`src/rtl/counting_gen_if.sv`:
```
// Symbol-stream bundle between counting_gen (master) and its consumer (slave).
interface counting_gen_if #(
  parameter int unsigned CNT_W = 4,
  parameter int unsigned FC_W  = 8
);
  logic             start;
  logic [CNT_W-1:0] len;
  logic             abort;
  logic             ready;
  logic [1:0]       num;
  logic             valid;
  logic             done;
  logic [FC_W-1:0]  frame_cnt;

  modport master (
    input  start, len, abort,
    output ready, num, valid, done, frame_cnt
  );

  modport slave (
    output start, len, abort,
    input  ready, num, valid, done, frame_cnt
  );
endinterface

```
`src/rtl/counting_gen.sv`:
```
// Framed 2-bit symbol source: 1, len x 2, 3. All outputs registered, ready decoded from state.
// Optional inter-frame idle gap enabled by defining COUNTING_GEN_GAP_EN.
module counting_gen #(
  parameter int unsigned CNT_W    = 4,
  parameter int unsigned FC_W     = 8,
  parameter logic [1:0]  IDLE_SYM = 2'd0,
  parameter int unsigned GAP_CYC  = 2
) (
  input logic            clk,
  input logic            reset,
  counting_gen_if.master bus
);
  localparam logic [2:0] IDLE = 3'd0;
  localparam logic [2:0] HEAD = 3'd1;
  localparam logic [2:0] BODY = 3'd2;
  localparam logic [2:0] TAIL = 3'd3;
`ifdef COUNTING_GEN_GAP_EN
  localparam logic [2:0] GAP  = 3'd4;
  localparam int unsigned GW  = $clog2(GAP_CYC + 1);
  logic [GW-1:0] gap_cnt;
`endif

  if (GAP_CYC < 1) begin : g_bad_gap
    $error("counting_gen: GAP_CYC must be at least 1");
  end

  logic [2:0]       state;
  logic [CNT_W-1:0] len_q;
  logic [CNT_W-1:0] cnt;
  logic [1:0]       num_q;
  logic             valid_q;
  logic             done_q;
  logic [FC_W-1:0]  fc_q;

  always_ff @(posedge clk) begin
    if (reset) begin
      state   <= IDLE;
      len_q   <= '0;
      cnt     <= '0;
      num_q   <= IDLE_SYM;
      valid_q <= 1'b0;
      done_q  <= 1'b0;
      fc_q    <= '0;
`ifdef COUNTING_GEN_GAP_EN
      gap_cnt <= '0;
`endif
    end else begin
      // Outputs describe the state being entered; idle symbol unless a frame state overrides.
      num_q   <= IDLE_SYM;
      valid_q <= 1'b0;
      done_q  <= 1'b0;
      case (state)
        IDLE: begin
          if (bus.start) begin
            state   <= HEAD;
            len_q   <= bus.len;
            num_q   <= 2'd1;
            valid_q <= 1'b1;
          end
        end
        HEAD: begin
          if (bus.abort) begin
            state <= IDLE;
          end else if (len_q != '0) begin
            state   <= BODY;
            cnt     <= len_q;
            num_q   <= 2'd2;
            valid_q <= 1'b1;
          end else begin
            state   <= TAIL;
            num_q   <= 2'd3;
            valid_q <= 1'b1;
            done_q  <= 1'b1;
            fc_q    <= fc_q + 1'b1;
          end
        end
        BODY: begin
          if (bus.abort) begin
            state <= IDLE;
          end else begin
            // Counter holds the BODY cycles remaining including this one; never passes zero.
            cnt <= cnt - 1'b1;
            if (cnt == CNT_W'(1)) begin
              state   <= TAIL;
              num_q   <= 2'd3;
              valid_q <= 1'b1;
              done_q  <= 1'b1;
              fc_q    <= fc_q + 1'b1;
            end else begin
              num_q   <= 2'd2;
              valid_q <= 1'b1;
            end
          end
        end
        TAIL: begin
`ifdef COUNTING_GEN_GAP_EN
          if (bus.abort) begin
            state <= IDLE;
          end else begin
            state   <= GAP;
            gap_cnt <= GW'(GAP_CYC);
          end
        end
        GAP: begin
          gap_cnt <= gap_cnt - 1'b1;
          if (bus.abort || gap_cnt == GW'(1)) begin
            state <= IDLE;
          end
`else
          state <= IDLE;
`endif
        end
        default: state <= IDLE;
      endcase
    end
  end

  assign bus.ready     = (state == IDLE);
  assign bus.num       = num_q;
  assign bus.valid     = valid_q;
  assign bus.done      = done_q;
  assign bus.frame_cnt = fc_q;

endmodule
```
`src/flat_wrapper.sv`:
```
// flat-port wrapper written by rule: the top's interface ports become plain ports
module counting_gen_flat 
#(
  parameter int unsigned CNT_W    = 4,
  parameter int unsigned FC_W     = 8,
  parameter logic [1:0]  IDLE_SYM = 2'd0,
  parameter int unsigned GAP_CYC  = 2
)
  (clk, reset, bus_start, bus_len, bus_abort, bus_ready, bus_num, bus_valid, bus_done, bus_frame_cnt);
  counting_gen_if #(.CNT_W(CNT_W), .FC_W(FC_W)) bus_i ();
  input logic clk;
  input logic reset;
  input wire logic [$bits(bus_i.start)-1:0] bus_start;
  input wire logic [$bits(bus_i.len)-1:0] bus_len;
  input wire logic [$bits(bus_i.abort)-1:0] bus_abort;
  output wire logic [$bits(bus_i.ready)-1:0] bus_ready;
  output wire logic [$bits(bus_i.num)-1:0] bus_num;
  output wire logic [$bits(bus_i.valid)-1:0] bus_valid;
  output wire logic [$bits(bus_i.done)-1:0] bus_done;
  output wire logic [$bits(bus_i.frame_cnt)-1:0] bus_frame_cnt;
  assign bus_i.start = bus_start;
  assign bus_i.len = bus_len;
  assign bus_i.abort = bus_abort;
  assign bus_ready = bus_i.ready;
  assign bus_num = bus_i.num;
  assign bus_valid = bus_i.valid;
  assign bus_done = bus_i.done;
  assign bus_frame_cnt = bus_i.frame_cnt;
  counting_gen #(.CNT_W(CNT_W), .FC_W(FC_W), .IDLE_SYM(IDLE_SYM), .GAP_CYC(GAP_CYC)) u_core (.clk(clk), .reset(reset), .bus(bus_i));
endmodule
```
`config.mk`:
```
export PLATFORM = sky130hd
export DESIGN_NAME = counting_gen_flat
export DESIGN_NICKNAME = d
export VERILOG_FILES = /design/src/rtl/counting_gen_if.sv /design/src/rtl/counting_gen.sv /design/src/flat_wrapper.sv
export SDC_FILE = /design/constraint.sdc
export NUM_CORES = 1
export LEC_CHECK = 0
export CAP_MARGIN = 20
export CORE_MARGIN = 1.5
export CORE_UTILIZATION = 53
export CTS_BUF_LIST = sky130_fd_sc_hd__clkbuf_4
export DETAILED_ROUTE_END_ITERATION = 12
export MAX_ROUTING_LAYER = met4
export PLACE_DENSITY = 0.89
export SYNTH_ARGS = -nofsm -noshare
export SYNTH_HDL_FRONTEND = slang
export SYNTH_SLANG_ARGS = --single-unit
```
`constraint.sdc`:
```
create_clock -name clk -period 2.32 [get_ports clk]
set_clock_uncertainty 0.1 [all_clocks]
set_input_delay 0.464 -clock clk [delete_from_list [all_inputs] [get_ports clk]]
set_output_delay 0.464 -clock clk [all_outputs]
set_load 0.05 [all_outputs]
```
Word level (Yosys, flattened, before mapping) --
Index checks and enable logic that the tools add are counted.
Operators by class: $add $sub $neg 2, equality and inequality tests 10, muxes and demuxes 29, reduce and logical (&&, ||, !) cells 8
Operators by type and width (count):
- 2-to-1 mux 8 bit | 4
- case mux 8 bit (2 select lines) | 1
- 2-to-1 mux 3 bit | 4
- 2-to-1 mux 4 bit | 3
- 2-to-1 mux 1 bit | 10
- case mux 3 bit (3 select lines) | 1
- adder 8 x 1 -> 8 bit, second input constant | 1
- != test 2 bit, second input constant | 4
- case mux 4 bit (2 select lines) | 1
- case mux 2 bit (3 select lines) | 1
- AND reduction 5 bit | 1
- == test 4 x 1 -> 1 bit, second input constant | 1
- 2-to-1 mux 2 bit | 2
- != test 2 x 1 -> 1 bit, second input constant | 2
- case mux 1 bit (2 select lines) | 2
- AND reduction 2 bit | 2
- AND reduction 4 bit | 1
- nonzero test 4 bit | 1
- subtractor 4 x 1 -> 4 bit, second input constant | 1
- == test 3 x 1 -> 1 bit, second input constant | 1
- == test 3 x 2 -> 1 bit, second input constant | 1
- zero test 3 bit | 1
- != test 3 x 2 -> 1 bit, second input constant | 1
- nonzero test 2 bit | 1
- OR reduction 2 bit | 1
Word-level totals: bits in registers 23, input bits 8

Depth between registers and ports, before layout --
Gate-level depths: netlist of run 1.
depth after elaboration 4, mapped depth 8

Worst setup path after synthesis of run 1 --
Ideal clock, no wire load.
path type register to register, start point register u_core.state[0], end point register u_core.fc_q[0] (netlist: u_core.bus.frame_cnt[0]), arrival time 1.675 ns, path slack 0.475 ns, cell stages (with the launch flop) 9, path buffers 2, clock period less this slack 1.845 ns, cells stage by stage dfxtp_1 -> inv_1 -> ha_1 -> buf_2 -> nand2_1 -> o211ai_1 -> buf_2 -> or3_2 -> a21oi_1
On the way: longest elaborated chain between the ends 3, elaborated cells between the ends (all ways) 9
Ends and longest elaborated chain:
- start, declared | line counting_gen.sv:27 | logic [2:0] state;
- start signal, assigned | line counting_gen.sv:37 | state <= IDLE;
- start signal, assigned | line counting_gen.sv:55 | state <= HEAD;
- start signal, assigned | line counting_gen.sv:63 | state <= IDLE;
- == test 3 x 2 -> 1 bit or == test 3 x 1 -> 1 bit (tied branches) | line counting_gen.sv:52 | case (state)
- != test 2 x 1 -> 1 bit (no source line) (tied with other cells)
- AND reduction 5 bit (no source line)
- end signal, assigned | line counting_gen.sv:74 | fc_q <= fc_q + 1'b1;
- end signal, assigned | line counting_gen.sv:88 | fc_q <= fc_q + 1'b1;
- end, declared | line counting_gen.sv:33 | logic [FC_W-1:0] fc_q;
Several ways; a longest one is shown, not always the timed one. A chain may end at the register's enable or synchronous reset.

Final worst setup path of run 1 --
start point register u_core.fc_q[0] (netlist: u_core.bus.frame_cnt[0]), end point output bus_frame_cnt[0]
RTL lines:
- end, declared | line flat_wrapper.sv:20 | output wire logic [$bits(bus_i.frame_cnt)-1:0] bus_frame_cnt;
No word-level cell between the ends.

==> reports/results.ini, run 1 <==
[run_status]
status=complete, no violations

[pwr]
leakage_nw=0.504
p_per_area_nw_per_um2=667
ir_drop_mv=0.477

[place]
gp_congestion=0.919
dp.final_hpwl_mm=2.01
dp.cells=179
preCtsSetupSlack_ns=0.130
io_buffer_count=20

[worst_setup_path]
cp_data_required_time_ns=1.76
crit_cells=1
critical_path.slowest_cell=clkdlybuf4s50_1
r2r_end=u_core.bus.frame_cnt[4]$_SDFFE_PP0P_
crit_fanout=7
critPathKind=reg2out
crit_start=u_core.bus.frame_cnt[0]$_SDFFE_PP0P_
r2r-start=u_core.state[0]$_SDFFE_PP0P_
critPathTopFamily=buffers and inverters
max_stage_delay_ns=0.84
worst-path-buf-inv=1
crit_path_end_kind=primary output
start_kind=flip-flop
cp.arrival_ns=1.60
cp_cell_sequence=clkdlybuf4s50_1
rr_worst_depth=7
endpoint=bus_frame_cnt[0]
r2r_slack_ns=0.22

[floorplan]
core-area_um2=2000
die_h_um=49.5
rows=16
die_w_um=49.5
start_util=0.572
ioPinCount=21
fp.dieArea_um2=2450

[yosys]
synth_edf_count=0
synth_ff_type=dfxtp_1
synth.net_count=148
avgSynthCellArea_um2=8.61
async_reset_ff_frac=0
synth_seq_cells=22
syn-cell-area_um2=1140
ys_types=40
yosysWarnings=0
syn_inst=133
yosysSeqAreaShare=0.385

[timing]
finalSetupViolCount=0
report.final.hold_viol_count=0
worst_slack_ns=0.160
max_freq_ghz=0.463
rsz0062_at_grt=no
maxSlewHeadroom=0.606
worst_pin_slew_ns=0.588
finalCriticalPeriod_ns=2.16
layout_worst_path_cycle_share=0.931
hold_slack_ns=0.397
setup-tns-final_ns=0
slew_viol_final=0

[clocking]
clkTransAtPathRegs_ns=0.12
clock-root-buffer=clkbuf_4
ctsResizeCount=0
clk_path_buf_depth=2
cts-buffers-inserted=3
cts_sinks=22
postCtsHoldBufs=0
post-cts-setup-buffers=0
cts_max_level=1
cts_tree=done
clkLatencyLatePin_ns=0.31

[detailed_routing]
remaining_drc_errors=0
top_layer=met4
drt-total-wl_mm=2.77
vias_per_cell=6.10
wl_met3_um=110
wire_per_inst_um=15.1
wl_met2_mm=1.42
drtPass1Iterations=4
num_vias=1117
drt-initial-drc-count=38
ant_nets=0
wl_met1_mm=1.18

[finish]
drive_above_1_share=0.0962
seqCellArea_um2=440
final_common_cell=dfxtp_1
area_growth_pct=22.6
diodes=0
final_cells=183
fin_util=0.701
fillers=166
multi_input_area_um2=638
layout_common_cells=22 x dfxtp_1, 19 x clkdlybuf4s50_1, 17 x a21oi_1, 13 x nand2_1, 10 x inv_1
fin_nets=172

[hold_path]
min_from=u_core.cnt[1]$_SDFFE_PP0P_
hold_path_class=reg2reg

[global_route]
antenna_found_initial=0
grt_pass1_vias=1067
overflow=0
grt_pass1_wl_mm=4.81
grt_max_degree=17
track_usage=0.257

[job]
cap_violations=0

-- logic make-up after synthesis --
| group | Yosys count | share of synthesized area |
|---|---|---|
| AOI/OAI and AO/OA | 44 | 0.250 |
| adders and majority gates | 7 | 0.0765 |
| buffers and inverters | 15 | 0.0579 |
| muxes | 1 | 0.00874 |
| and+or+nand+nor | 44 | 0.222 |
| DFF | 22 | 0.385 |
-- per-stage QoR --
stage	total power, mW	area, um2
5_1_grt	0.986	1400
2_1_floorplan	0.665	1140
4_1_cts	0.932	1400
3_5_place_dp	0.761	1380
6_report	0.937	1400
3_3_place_gp	0.746	1380
-- layout make-up --
class                      count  area share
clock buffer                   3      0.0160
clock inverter                 1     0.00267
inverter                      10      0.0267
multi-input combinational     96       0.455
sequential                    22       0.314
tap                           27      0.0241
timing repair buffer          24       0.162
-- per-layer routing --
metal,global-route usage,up-vias
met4,0.116,0
met2,0.444,45
met5,-,-
met1,0.297,524
li1,-,540
met3,0.0333,8
-- flip-flops by register name, summed over array words and instances (netlist names) --
signal / count
u_core.bus.done: 1
u_core.bus.frame_cnt: 8
u_core.bus.num: 2
u_core.bus.valid: 1
u_core.cnt: 4
u_core.len_q: 4
u_core.state: 2
-- synthesized netlist by cell type (all sizes together), types with 2 or more instances --
cell type,instances,area share
o21ai,7,0.031
ha,7,0.076
a21oi,17,0.074
nor2,4,0.013
clkbuf,2,0.0066
nor3,2,0.0087
and3,2,0.011
inv,10,0.033
dfxtp,22,0.38
or3b,2,0.015
buf,3,0.019
nand2,13,0.043
o211ai,2,0.013
or4,5,0.033
nand3,8,0.035
a21boi,2,0.016
o31ai,5,0.033
-- how the worst min path moves through the flow --
stage	end	slack (ns)	cells past startpoint
after global placement	u_core.cnt[1]$_SDFFE_PP0P_	0.36	2
after global routing	u_core.cnt[1]$_SDFFE_PP0P_	0.41	2
after detailed placement	u_core.cnt[1]$_SDFFE_PP0P_	0.38	2
final	u_core.cnt[1]$_SDFFE_PP0P_	0.40	2
after CTS	u_core.cnt[1]$_SDFFE_PP0P_	0.40	2
after floorplan	u_core.cnt[1]$_SDFFE_PP0P_	0.35	2
-- report_power, final --
group / internal (mW) / switching (mW) / total (mW) / leakage, nW
clock network: 0.0628 / 0.115 / 0.178 / 0.0154
registers: 0.406 / 0.0295 / 0.435 / 0.179
logic: 0.121 / 0.203 / 0.323 / 0.310
total: 0.589 / 0.348 / 0.937 / 0.504
(Power assumes the default switching activity.)
==> run 2, diff against run 1 <==
--- a/config.mk
+++ b/config.mk
@@ -5,7 +5,7 @@
 export SDC_FILE = /design/constraint.sdc
 export NUM_CORES = 1
 export LEC_CHECK = 0
-export CAP_MARGIN = 20
+export CAP_MARGIN = 10
 export CORE_MARGIN = 1.5
 export CORE_UTILIZATION = 53
 export CTS_BUF_LIST = sky130_fd_sc_hd__clkbuf_4
==> results of run 2 <==
Same layout as run 1: the final DEF is identical, and so are final timing and power.
==> run 3, diff against run 2 <==
--- a/config.mk
+++ b/config.mk
@@ -12,6 +12,7 @@
 export DETAILED_ROUTE_END_ITERATION = 12
 export MAX_ROUTING_LAYER = met4
 export PLACE_DENSITY = 0.89
+export RECOVER_POWER = 50
 export SYNTH_ARGS = -nofsm -noshare
 export SYNTH_HDL_FRONTEND = slang
 export SYNTH_SLANG_ARGS = --single-unit
==> run 3 against run 2 <==
Net effect: total power down 0.91%; design area down 0.71%; first-iteration DRC count down 13%; clock power about the same; die area unchanged; cell count unchanged; non-clock buffer count unchanged; clock-buffer cell count unchanged; register-to-register slack about the same; global-route usage unchanged; sequential share of layout area up 0.23 points; critical endpoint is now bus_frame_cnt[2]; largest cell class unchanged; largest power group unchanged.
==> reports/results.ini, run 3 (synthesis results as in run 1) <==
[run_status]
status=complete, no violations

[pwr]
power.internal_uw=582  ; -1.3%
totalPowerFinal_uw=928  ; -0.91%
leakage_nw=0.504  ; about the same
p_sw_uw=347  ; -0.31%
p_per_area_nw_per_um2=666  ; -0.20%
seqPwrFrac=0.469  ; +0.004
clkPwrFrac=0.192  ; +0.002
ir_drop_mv=0.476  ; -0.25%
switching_share=0.373  ; +0.00226
p_comb_frac=0.340  ; -0.005

[worst_setup_path]
r2r_slack_ns=0.23  ; about the same
crit_path_end_kind=primary output
max_stage_delay_ns=0.85  ; about the same
worst-path-buf-inv=1  ; unchanged
cp.arrival_ns=1.61  ; about the same
critPathKind=reg2out
critical_path.slowest_cell=clkdlybuf4s50_1
start_kind=flip-flop
critPathTopFamily=buffers and inverters
cp_cell_sequence=clkdlybuf4s50_1
cp_data_required_time_ns=1.76  ; about the same
r2r_end=u_core.bus.frame_cnt[4]$_SDFFE_PP0P_
rr_worst_depth=7  ; unchanged
crit_fanout=7  ; unchanged
r2r-start=u_core.state[0]$_SDFFE_PP0P_

[place]
gp_congestion=0.919  ; unchanged
dp.final_hpwl_mm=2.01  ; unchanged
placed_cell_area_um2=1380  ; unchanged
preCtsSetupSlack_ns=0.130  ; unchanged
dp.cells=179  ; unchanged
io_buffer_count=20  ; unchanged

[detailed_routing]
remaining_drc_errors=0  ; unchanged
vias_per_cell=6.04  ; -1.1%
drt-total-wl_mm=2.77  ; about the same
wire_per_inst_um=15.2  ; about the same
drt-initial-drc-count=33  ; -13%
num_vias=1105  ; -1.1%
drtPass1Iterations=4  ; unchanged
ant_nets=0  ; unchanged

[timing]
setup-tns-final_ns=0  ; unchanged
report.final.hold_viol_count=0  ; unchanged
finalSetupViolCount=0  ; unchanged
hold_slack_ns=0.397  ; -0.000243 ns
rsz0062_at_grt=no
max_freq_ghz=0.460  ; -0.57%
worst_pin_slew_ns=0.592  ; +0.00387 ns
finalCriticalPeriod_ns=2.17  ; +0.0125 ns
slew_viol_final=0  ; unchanged
layout_worst_path_cycle_share=0.937  ; +0.00537
maxSlewHeadroom=0.603  ; -0.00259
worst_slack_ns=0.147  ; -0.0125 ns

[finish]
fin_area_um2=1390  ; -0.71%
fin_util=0.696  ; -0.00500
largest_reg_flops=8  ; unchanged
drive_above_1_share=0.0833  ; -0.0128
diodes=0  ; unchanged
final_common_cell=dfxtp_1
layout_common_cells=22 x dfxtp_1, 17 x a21oi_1, 16 x clkdlybuf4s50_1, 13 x nand2_1, 10 x inv_1
area_growth_pct=21.7
fin_nets=172  ; unchanged
final_cells=183  ; unchanged

[hold_path]
min_from=u_core.cnt[1]$_SDFFE_PP0P_
hold_path_class=reg2reg
holdPathEnd=u_core.cnt[1]$_SDFFE_PP0P_
whs_path_depth=2  ; unchanged

[job]
cap_violations=0  ; unchanged

[floorplan]
core-area_um2=2000  ; unchanged
die_w_um=49.5  ; unchanged
ioPinCount=21  ; unchanged
die_h_um=49.5  ; unchanged
start_util=0.572  ; unchanged
rows=16  ; unchanged
fp.dieArea_um2=2450  ; unchanged

[clocking]
cts_max_level=1  ; unchanged
cts_tree=done
clkLatencyLatePin_ns=0.31  ; about the same
clock-root-buffer=clkbuf_4
clk_path_buf_depth=2  ; unchanged
cts-buffers-inserted=3  ; unchanged
postCtsHoldBufs=0  ; unchanged
ctsResizeCount=0  ; unchanged
post-cts-setup-buffers=0  ; unchanged
cts_sinks=22  ; unchanged
clkTransAtPathRegs_ns=0.12  ; about the same

[global_route]
overflow=0  ; unchanged
grt_pass1_vias=1067  ; unchanged
track_usage=0.257  ; unchanged
grt_pass1_wl_mm=4.81  ; unchanged
antenna_found_initial=0  ; unchanged
grt_max_degree=17  ; unchanged

==> run 3: cell types whose count changed in the layout (fill, tap and decap cells not counted) <==
cell | before | now
clkdlybuf4s50_1 | 19 | 16
buf_4 | 5 | 2
dlygate4sd3_1 | 0 | 3
clkbuf_1 | 0 | 2
clkbuf_2 | 0 | 1
==> run 3: worst max path at each step <==
stage,slack (ns),start,end,depth (start not counted)
2_1_floorplan,0.47,u_core.state[0]$_SDFFE_PP0P_,u_core.bus.frame_cnt[0]$_SDFFE_PP0P_,8
3_5_place_dp,0.13,bus_abort,u_core.bus.frame_cnt[7]$_SDFFE_PP0P_,5
3_3_place_gp,0.23,bus_abort,u_core.bus.frame_cnt[4]$_SDFFE_PP0P_,6
5_1_grt,0.07,u_core.cnt[1]$_SDFFE_PP0P_,u_core.bus.frame_cnt[4]$_SDFFE_PP0P_,7
6_report,0.15,u_core.bus.frame_cnt[2]$_SDFFE_PP0P_,bus_frame_cnt[2],1
4_1_cts,0.15,u_core.bus.frame_cnt[0]$_SDFFE_PP0P_,bus_frame_cnt[0],1
==> run 3: final cells by class <==
cell class / instances / area (um2)
clock buffer: 3 / 22.5
clock inverter: 1 / 3.75
fill: 168 / 608
inverter: 10 / 37.5
multi-input combinational: 96 / 638
sequential: 22 / 440
tap: 27 / 33.8
timing repair buffer: 24 / 218
==> run 3: power groups by stage <==
stage          clock, mW  combinational, mW  sequential (mW)
6_report           0.178              0.315            0.435
5_1_grt            0.197              0.342            0.440
4_1_cts            0.177              0.320            0.435
3_5_place_dp           0              0.317            0.444
3_3_place_gp           0              0.305            0.441
2_1_floorplan          0              0.181            0.485
==> run 3: worst min-delay path, stage by stage, from the launching register on <==
cell and delay [ns]:
dfxtp_1 0.35, nand2_1 0.06, a21oi_1 0.05
==> run 3: metal layers <==
metal / wire (um) / GRT usage / vias to the layer above / share of wire
met3: 118 / 0.0333 / 6 / 0.043
met5: 0 / - / - / 0
met4: 55 / 0.116 / 0 / 0.020
met1: 1180 / 0.297 / 517 / 0.43
met2: 1410 / 0.444 / 40 / 0.51
li1: - / - / 542 / -
